--- src/rtl/llc_in_sched_pkg.sv ---
// Shared LLC input-scheduler types: message widths,
// source encodings and the registered output bundle.
package llc_in_sched_pkg;

  localparam int COH_MSG_TYPE_WIDTH = 2;
  localparam int MIX_MSG_TYPE_WIDTH = 3;
  localparam int LINE_ADDR_BITS     = 26;
  localparam int BITS_PER_LINE      = 128;
  localparam int CACHE_ID_WIDTH     = 4;
  localparam int HPROT_WIDTH        = 2;
  localparam int WORD_BITS          = 2;

  localparam logic [1:0] LLC_SRC_RSP = 2'd0;
  localparam logic [1:0] LLC_SRC_REQ = 2'd1;
  localparam logic [1:0] LLC_SRC_DMA = 2'd2;

  typedef logic [COH_MSG_TYPE_WIDTH-1:0] coh_msg_t;
  typedef logic [MIX_MSG_TYPE_WIDTH-1:0] mix_msg_t;
  typedef logic [LINE_ADDR_BITS-1:0]     line_addr_t;
  typedef logic [BITS_PER_LINE-1:0]      line_t;
  typedef logic [CACHE_ID_WIDTH-1:0]     cache_id_t;
  typedef logic [HPROT_WIDTH-1:0]        hprot_t;
  typedef logic [WORD_BITS-1:0]          word_offset_t;

  typedef struct packed {
    logic [1:0]   src;
    mix_msg_t     coh_msg;
    hprot_t       hprot;
    line_addr_t   addr;
    line_t        line;
    cache_id_t    req_id;
    word_offset_t word_offset;
    word_offset_t valid_words;
  } llc_in_msg_t;

  function automatic mix_msg_t coh2mix(coh_msg_t m);
    return mix_msg_t'(m);
  endfunction

endpackage

--- src/rtl/llc_in_rr2.sv ---
// Two-way round-robin picker; the source not granted
// last wins a tie. Reset favours req0.
module llc_in_rr2 (
  input  logic       clk,
  input  logic       rst_n,
  input  logic       req0,
  input  logic       req1,
  input  logic       update,
  output logic [1:0] gnt
);

  logic last_q;
  logic last_d;

  always_comb begin
    gnt = 2'b00;
    if (req0 && req1) begin
      gnt = last_q ? 2'b01 : 2'b10;
    end else if (req0) begin
      gnt = 2'b01;
    end else if (req1) begin
      gnt = 2'b10;
    end
  end

  always_comb begin
    last_d = last_q;
    if (update && (gnt != 2'b00)) begin
      last_d = gnt[1];
    end
  end

  always_ff @(posedge clk or negedge rst_n) begin
    if (!rst_n) begin
      last_q <= 1'b1;
    end else begin
      last_q <= last_d;
    end
  end

endmodule

--- src/rtl/llc_in_sched.sv ---
// LLC input scheduler: response priority, req/dma round
// robin, anti-starvation and single in-flight request.
module llc_in_sched
  import llc_in_sched_pkg::*;
#(
  parameter int unsigned STARVE_LIMIT = 8
) (
  input  logic         clk,
  input  logic         rst,
  input  logic         rsp_valid,
  output logic         rsp_ready,
  input  coh_msg_t     rsp_coh_msg,
  input  line_addr_t   rsp_addr,
  input  line_t        rsp_line,
  input  cache_id_t    rsp_req_id,
  input  logic         req_valid,
  output logic         req_ready,
  input  mix_msg_t     req_coh_msg,
  input  hprot_t       req_hprot,
  input  line_addr_t   req_addr,
  input  line_t        req_line,
  input  cache_id_t    req_req_id,
  input  word_offset_t req_word_offset,
  input  word_offset_t req_valid_words,
  input  logic         dma_valid,
  output logic         dma_ready,
  input  mix_msg_t     dma_coh_msg,
  input  hprot_t       dma_hprot,
  input  line_addr_t   dma_addr,
  input  line_t        dma_line,
  input  cache_id_t    dma_req_id,
  input  word_offset_t dma_word_offset,
  input  word_offset_t dma_valid_words,
  input  logic         req_done,
  output logic         out_valid,
  input  logic         out_ready,
  output logic [1:0]   out_src,
  output mix_msg_t     out_coh_msg,
  output hprot_t       out_hprot,
  output line_addr_t   out_addr,
  output line_t        out_line,
  output cache_id_t    out_req_id,
  output word_offset_t out_word_offset,
  output word_offset_t out_valid_words,
  output logic         req_busy
);

  localparam int unsigned CW = $clog2(STARVE_LIMIT + 1);
  localparam logic [CW-1:0] CNT_MAX = CW'(STARVE_LIMIT);

  logic slot_free, busy_free;
  logic req_elig, dma_elig, cls_elig;
  logic starve, rsp_win, cls_win;
  logic [1:0] rr_gnt;
  logic rr_upd;

  logic [CW-1:0] cnt_q, cnt_d;
  logic busy_q, busy_d;
  logic ov_q, ov_d;
  llc_in_msg_t out_q, out_d;
  llc_in_msg_t rsp_msg, req_msg, dma_msg;

  assign slot_free = !ov_q || out_ready;
  assign busy_free = !busy_q || req_done;
  assign req_elig  = req_valid && busy_free;
  assign dma_elig  = dma_valid && busy_free;
  assign cls_elig  = req_elig || dma_elig;
  assign starve    = (cnt_q == CNT_MAX) && cls_elig;
  assign rsp_win   = rsp_valid && !starve;
  assign cls_win   = cls_elig && !rsp_win;

  llc_in_rr2 u_rr (
    .clk    (clk),
    .rst_n  (rst),
    .req0   (req_elig),
    .req1   (dma_elig),
    .update (rr_upd),
    .gnt    (rr_gnt)
  );

  assign rsp_ready = slot_free && rsp_win;
  assign req_ready = slot_free && cls_win && rr_gnt[0];
  assign dma_ready = slot_free && cls_win && rr_gnt[1];
  assign rr_upd    = req_ready || dma_ready;

  assign rsp_msg = '{src: LLC_SRC_RSP,
                     coh_msg: coh2mix(rsp_coh_msg),
                     hprot: '0,
                     addr: rsp_addr,
                     line: rsp_line,
                     req_id: rsp_req_id,
                     word_offset: '0,
                     valid_words: '0};

  assign req_msg = '{src: LLC_SRC_REQ,
                     coh_msg: req_coh_msg,
                     hprot: req_hprot,
                     addr: req_addr,
                     line: req_line,
                     req_id: req_req_id,
                     word_offset: req_word_offset,
                     valid_words: req_valid_words};

  assign dma_msg = '{src: LLC_SRC_DMA,
                     coh_msg: dma_coh_msg,
                     hprot: dma_hprot,
                     addr: dma_addr,
                     line: dma_line,
                     req_id: dma_req_id,
                     word_offset: dma_word_offset,
                     valid_words: dma_valid_words};

  // Count only responses that actually kept a request waiting
  always_comb begin
    cnt_d = cnt_q;
    if (rr_upd || !(req_valid || dma_valid)) begin
      cnt_d = '0;
    end else if (rsp_ready && cls_elig && cnt_q != CNT_MAX) begin
      cnt_d = cnt_q + CW'(1);
    end
  end

  always_comb begin
    busy_d = busy_q;
    if (rr_upd) begin
      busy_d = 1'b1;
    end else if (req_done) begin
      busy_d = 1'b0;
    end
  end

  always_comb begin
    out_d = out_q;
    ov_d  = ov_q && !out_ready;
    unique case (1'b1)
      rsp_ready: begin out_d = rsp_msg; ov_d = 1'b1; end
      req_ready: begin out_d = req_msg; ov_d = 1'b1; end
      dma_ready: begin out_d = dma_msg; ov_d = 1'b1; end
      default: ;
    endcase
  end

  always_ff @(posedge clk or negedge rst) begin
    if (!rst) begin
      cnt_q  <= '0;
      busy_q <= 1'b0;
      ov_q   <= 1'b0;
      out_q  <= '0;
    end else begin
      cnt_q  <= cnt_d;
      busy_q <= busy_d;
      ov_q   <= ov_d;
      out_q  <= out_d;
    end
  end

  assign out_valid       = ov_q;
  assign out_src         = out_q.src;
  assign out_coh_msg     = out_q.coh_msg;
  assign out_hprot       = out_q.hprot;
  assign out_addr        = out_q.addr;
  assign out_line        = out_q.line;
  assign out_req_id      = out_q.req_id;
  assign out_word_offset = out_q.word_offset;
  assign out_valid_words = out_q.valid_words;
  assign req_busy        = busy_q;

endmodule

--- config.mk ---
export PLATFORM = sky130hd
export DESIGN_NAME = llc_in_sched
export DESIGN_NICKNAME = d
export VERILOG_FILES = /design/src/rtl/llc_in_sched_pkg.sv /design/src/rtl/llc_in_rr2.sv /design/src/rtl/llc_in_sched.sv
export SDC_FILE = /design/constraint.sdc
export NUM_CORES = 1
export LEC_CHECK = 0
export BUFFER_PORTS_ARGS = -buffer_cell sky130_fd_sc_hd__buf_2
export CAP_MARGIN = 10
export CORE_AREA = 8 8 259 261
export CTS_BUF_LIST = sky130_fd_sc_hd__clkbuf_4 sky130_fd_sc_hd__clkbuf_8 sky130_fd_sc_hd__clkbuf_16
export CTS_CLUSTER_DIAMETER = 100
export DETAILED_ROUTE_END_ITERATION = 16
export DIE_AREA = 0 0 267 269
export PLACE_DENSITY = 0.45
export REMOVE_ABC_BUFFERS = 1
export SYNTH_ARGS = -nofsm -noshare
export SYNTH_HDL_FRONTEND = slang
export SYNTH_SLANG_ARGS = --single-unit
--- constraint.sdc ---
create_clock -name clk -period 1.8 [get_ports clk]
set_input_delay 0.36 -clock clk [delete_from_list [all_inputs] [get_ports clk]]
set_output_delay 0.36 -clock clk [all_outputs]
set_load 0.1 [all_outputs]
==> out/metrics.csv <==
stage,metric,value,unit
worst_setup_path,CP peak stage delay,370,ps
timing,# setup viols final,169,
cts,Inserted Clock Buffers,17,
yosys,Post-Synthesis Cell Area,8730,µm²
yosys,Synth cell types,41,
yosys,"EDFF count, synth",0,
worst_setup_path,Worst EP required,1440,ps
floorplan,die height,269,µm
power_and_ir_drop,worst vdd ir,470,µV
placement,placed instance count,2152,
layout,area grow syn2layout,79.5,%
layout,share of cells above drive strength 1,70.5,%
power_and_ir_drop,clock power share,20.8,%
detailed_routing,DR iter-0 viols,784,
placement,Final GP Congestion,0.907,
timing,part of the cycle the worst path needs,128,%
cts,Clock transition at path regs,70,ps
power_and_ir_drop,Cell Pwr Density,1160,nW/µm²
detailed_routing,number of remaining DRC errors,0,
floorplan,Initial Util,13.9,%
power_and_ir_drop,Net Sw Frac,50.6,%
placement,dpl ws,-346,ps
yosys,most common cell in the netlist,dfrtp_1,
power_and_ir_drop,Flop pwr share,28.0,%
detailed_routing,Post-DRT Antenna Nets,0,
timing,max_slew headroom,50.3,%
yosys,ys flop type,dfrtp_1,
yosys,top post-synthesis cells by count,"175 x dfrtp_1, 160 x a221o_1, 130 x o221a_2",
yosys,Async SR Flop Fraction,100,%
worst_setup_path,critical path peak fanout,3,
layout,fin cells,2234,
worst_setup_path,Startpoint Class,flip-flop,
timing,fin crit period,2300,ps
placement,post-detailed-placement half-perimeter wirelength,37100,µm
timing,skew final,11.5,ps
timing,final hold slack,155,ps
layout,Nets,1875,
worst_setup_path,critical path's top delay family,simple AND/OR/NAND/NOR gates,
timing,Worst Tran Pin Value,746,ps
power_and_ir_drop,sw power,9.20,mW
worst_setup_path,CP Capture Type,output pin,
cts,Clock Sinks,176,
job,max cap viols,0,
detailed_routing,drt pass-1 iters,5,
yosys,yosys warns,0,
floorplan,die width,267,µm
grt,initial antenna violation count,7,
worst_setup_path,crit path max-delay cell type,dfrtp_1,
yosys,dominant cell type by area after synthesis,dfrtp_1,
power_and_ir_drop,internal power,8.97,mW
floorplan,io pins,675,
timing,achievable frequency,0.435,GHz
timing,RSZ-0062 raised after global routing,true,
cts,clk buf depth,2,
detailed_routing,via/cell ratio,4.40,
power_and_ir_drop,post-route total power,18.2,mW
worst_hold_path,worst hold path type,in2reg,
floorplan,num rows,92,
timing,Max Slew Vio Count,0,
grt,vias in the first global route,10470,
grt,Global Route Usage Sum,13.1,%
detailed_routing,DR WL/cell,23.4,µm
worst_setup_path,CP arrival,1940,ps
yosys,synthesis-stage register bit count,176,
grt,largest net degree at the start of global routing,79,
worst_setup_path,WP buf/inv,2,
cts,# H-tree levels,4,
yosys,Post-Synthesis Cells,647,
yosys,syn avg cell area,13.5,µm²
timing,setup TNS,-51740,ps
floorplan,Core Area,62700,µm²
timing,final hold violation count,0,
yosys,"Seq/Total Area, Yosys",50.4,%
grt,first-pass GRT wire length,70000,µm
status,status,"finished, violations left",
cts,"Clk Latency, worst-skew pair",480,ps
detailed_routing,Routed WL,52300,µm
placement,Port Buf Inserts,674,
detailed_routing,via count,9821,
status,failing checks,negative setup slack,
grt,gr ovfl total,0,
yosys,Yosys top cell area share,50.1,%
worst_setup_path,cells along the critical path,inv_2 -> ha_4 -> and3b_2 -> o2111ai_4 -> and2b_2 -> buf_12,
floorplan,Die Area,71800,µm²
power_and_ir_drop,Leakage,7.17,nW
power_and_ir_drop,Comb power frac,51.2,%
cts,TritonCTS clock tree,yes,
cts,CTS Root Buffer Type,clkbuf_16,
yosys,Synth area leaders,"dfrtp_1 50%, a221o_1 18%, o221a_2 17%, o221a_1 3.9%, buf_2 2.9%",
timing,final worst slack,-500,ps
worst_setup_path,CP Class,reg2out,
## sequential cells by signal (all words and copies together) (netlist names)
name	count
out_src	2
out_coh_msg	3
cnt_q	4
out_hprot	2
out_valid_words	2
out_word_offset	2
out_req_id	4
req_busy	1
out_addr	26
out_line	128
u_rr.last_q	1
out_valid	1
## worst paths after layout
path	startpoint	endpoint	slack (ps)	cells past startpoint
max	cnt_q[0]	req_ready	-500	6
min reg2reg	out_src[1]	out_src[1]	470	1
max reg2reg	cnt_q[0]	out_line[21]	-450	13
min in group asynchronous	rst	out_line[57]	460	2
max in group asynchronous	rst	u_rr.last_q	680	3
min	rsp_line[28]	out_line[28]	160	2
## area by class of cell
cell class | count | area (µm²)
fillers | 6725 | 47100
diodes | 3 | 7.51
clock buffers | 22 | 494
repair buffers | 796 | 5150
multi-input cells | 374 | 4450
flip-flops and latches | 176 | 4410
clock inverters | 10 | 73.8
well taps | 846 | 1060
inverters | 7 | 28.8
## cells by family (layout without fill, tap and decap cells)
kind of cell,Yosys count,count (layout),share of synthesized area [%]
buffers and inverters,97,835,5.97
AO/OA/AOI/OAI,347,347,41.5
adder cells (fa/ha/maj),2,2,0.286
AND/OR/NAND/NOR,25,25,1.75
flip-flops,176,176,50.4
other,0,3,0
## through the flow
| stage | util, % | instance area [µm²] |
|---|---|---|
| after floorplan | - | 8240 |
| after global placement | 21.6 | 13500 |
| after detailed placement | 21.6 | 13500 |
| after CTS | 23.2 | 14500 |
| after global routing | 25.0 | 15700 |
| final | 25.0 | 15700 |
## layer usage
metal	up-vias	GRT usage (%)	share of wire [%]
met5	-	0	0.099
met4	8	5.93	3.5
met3	84	4.74	8.1
met2	524	21.5	49
met1	4820	15.1	40
li1	4385	-	-
## repair_timing
action,CTS,global route
gates resized for setup,30,100
endpoints found under the hold margin,34,0
gates cloned,9,16
setup endpoints to repair,173,174
pin swaps,6,4
setup buffers,9,18
hold buffers,1,0
## power groups by stage
| stage | Combinational, mW | Sequential, mW | Clock, mW |
|---|---|---|---|
| 3_3_place_gp | 8.64 | 5.11 | 0 |
| 5_1_grt | 9.62 | 5.18 | 4.14 |
| 6_report | 9.30 | 5.09 | 3.78 |
| 2_1_floorplan | 1.55 | 9.95 | 0 |
| 3_5_place_dp | 8.68 | 5.09 | 0 |
| 4_1_cts | 8.87 | 5.04 | 3.99 |
## layout by cell type (no fill, tap or decap), types with 3 or more instances in the layout
cell / n
inv_6: 4
dfrtp_1: 175
o2bb2ai_1: 7
nand2_1: 4
buf_16: 9
inv_1: 3
o221a_4: 66
nor2_1: 4
clkbuf_16: 29
buf_8: 6
a221o_1: 160
inv_2: 3
clkinv_2: 3
o221a_2: 64
o221a_1: 30
buf_4: 61
buf_6: 10
buf_12: 29
diode_2: 3
nand2b_1: 3
buf_2: 667
clkbuf_8: 6
a22oi_1: 7
## worst reg2reg max path, cell delays in order (launching register included)
cell and delay, ps:
dfrtp_1 370, inv_2 60, ha_4 140, and3b_2 220, buf_6 130, nand3_4 60
nand3_4 90, buf_12 140, buf_6 110, buf_8 120, buf_12 150, buf_12 170
buf_16 130, o221a_1 240
(Power assumes the default switching activity.)
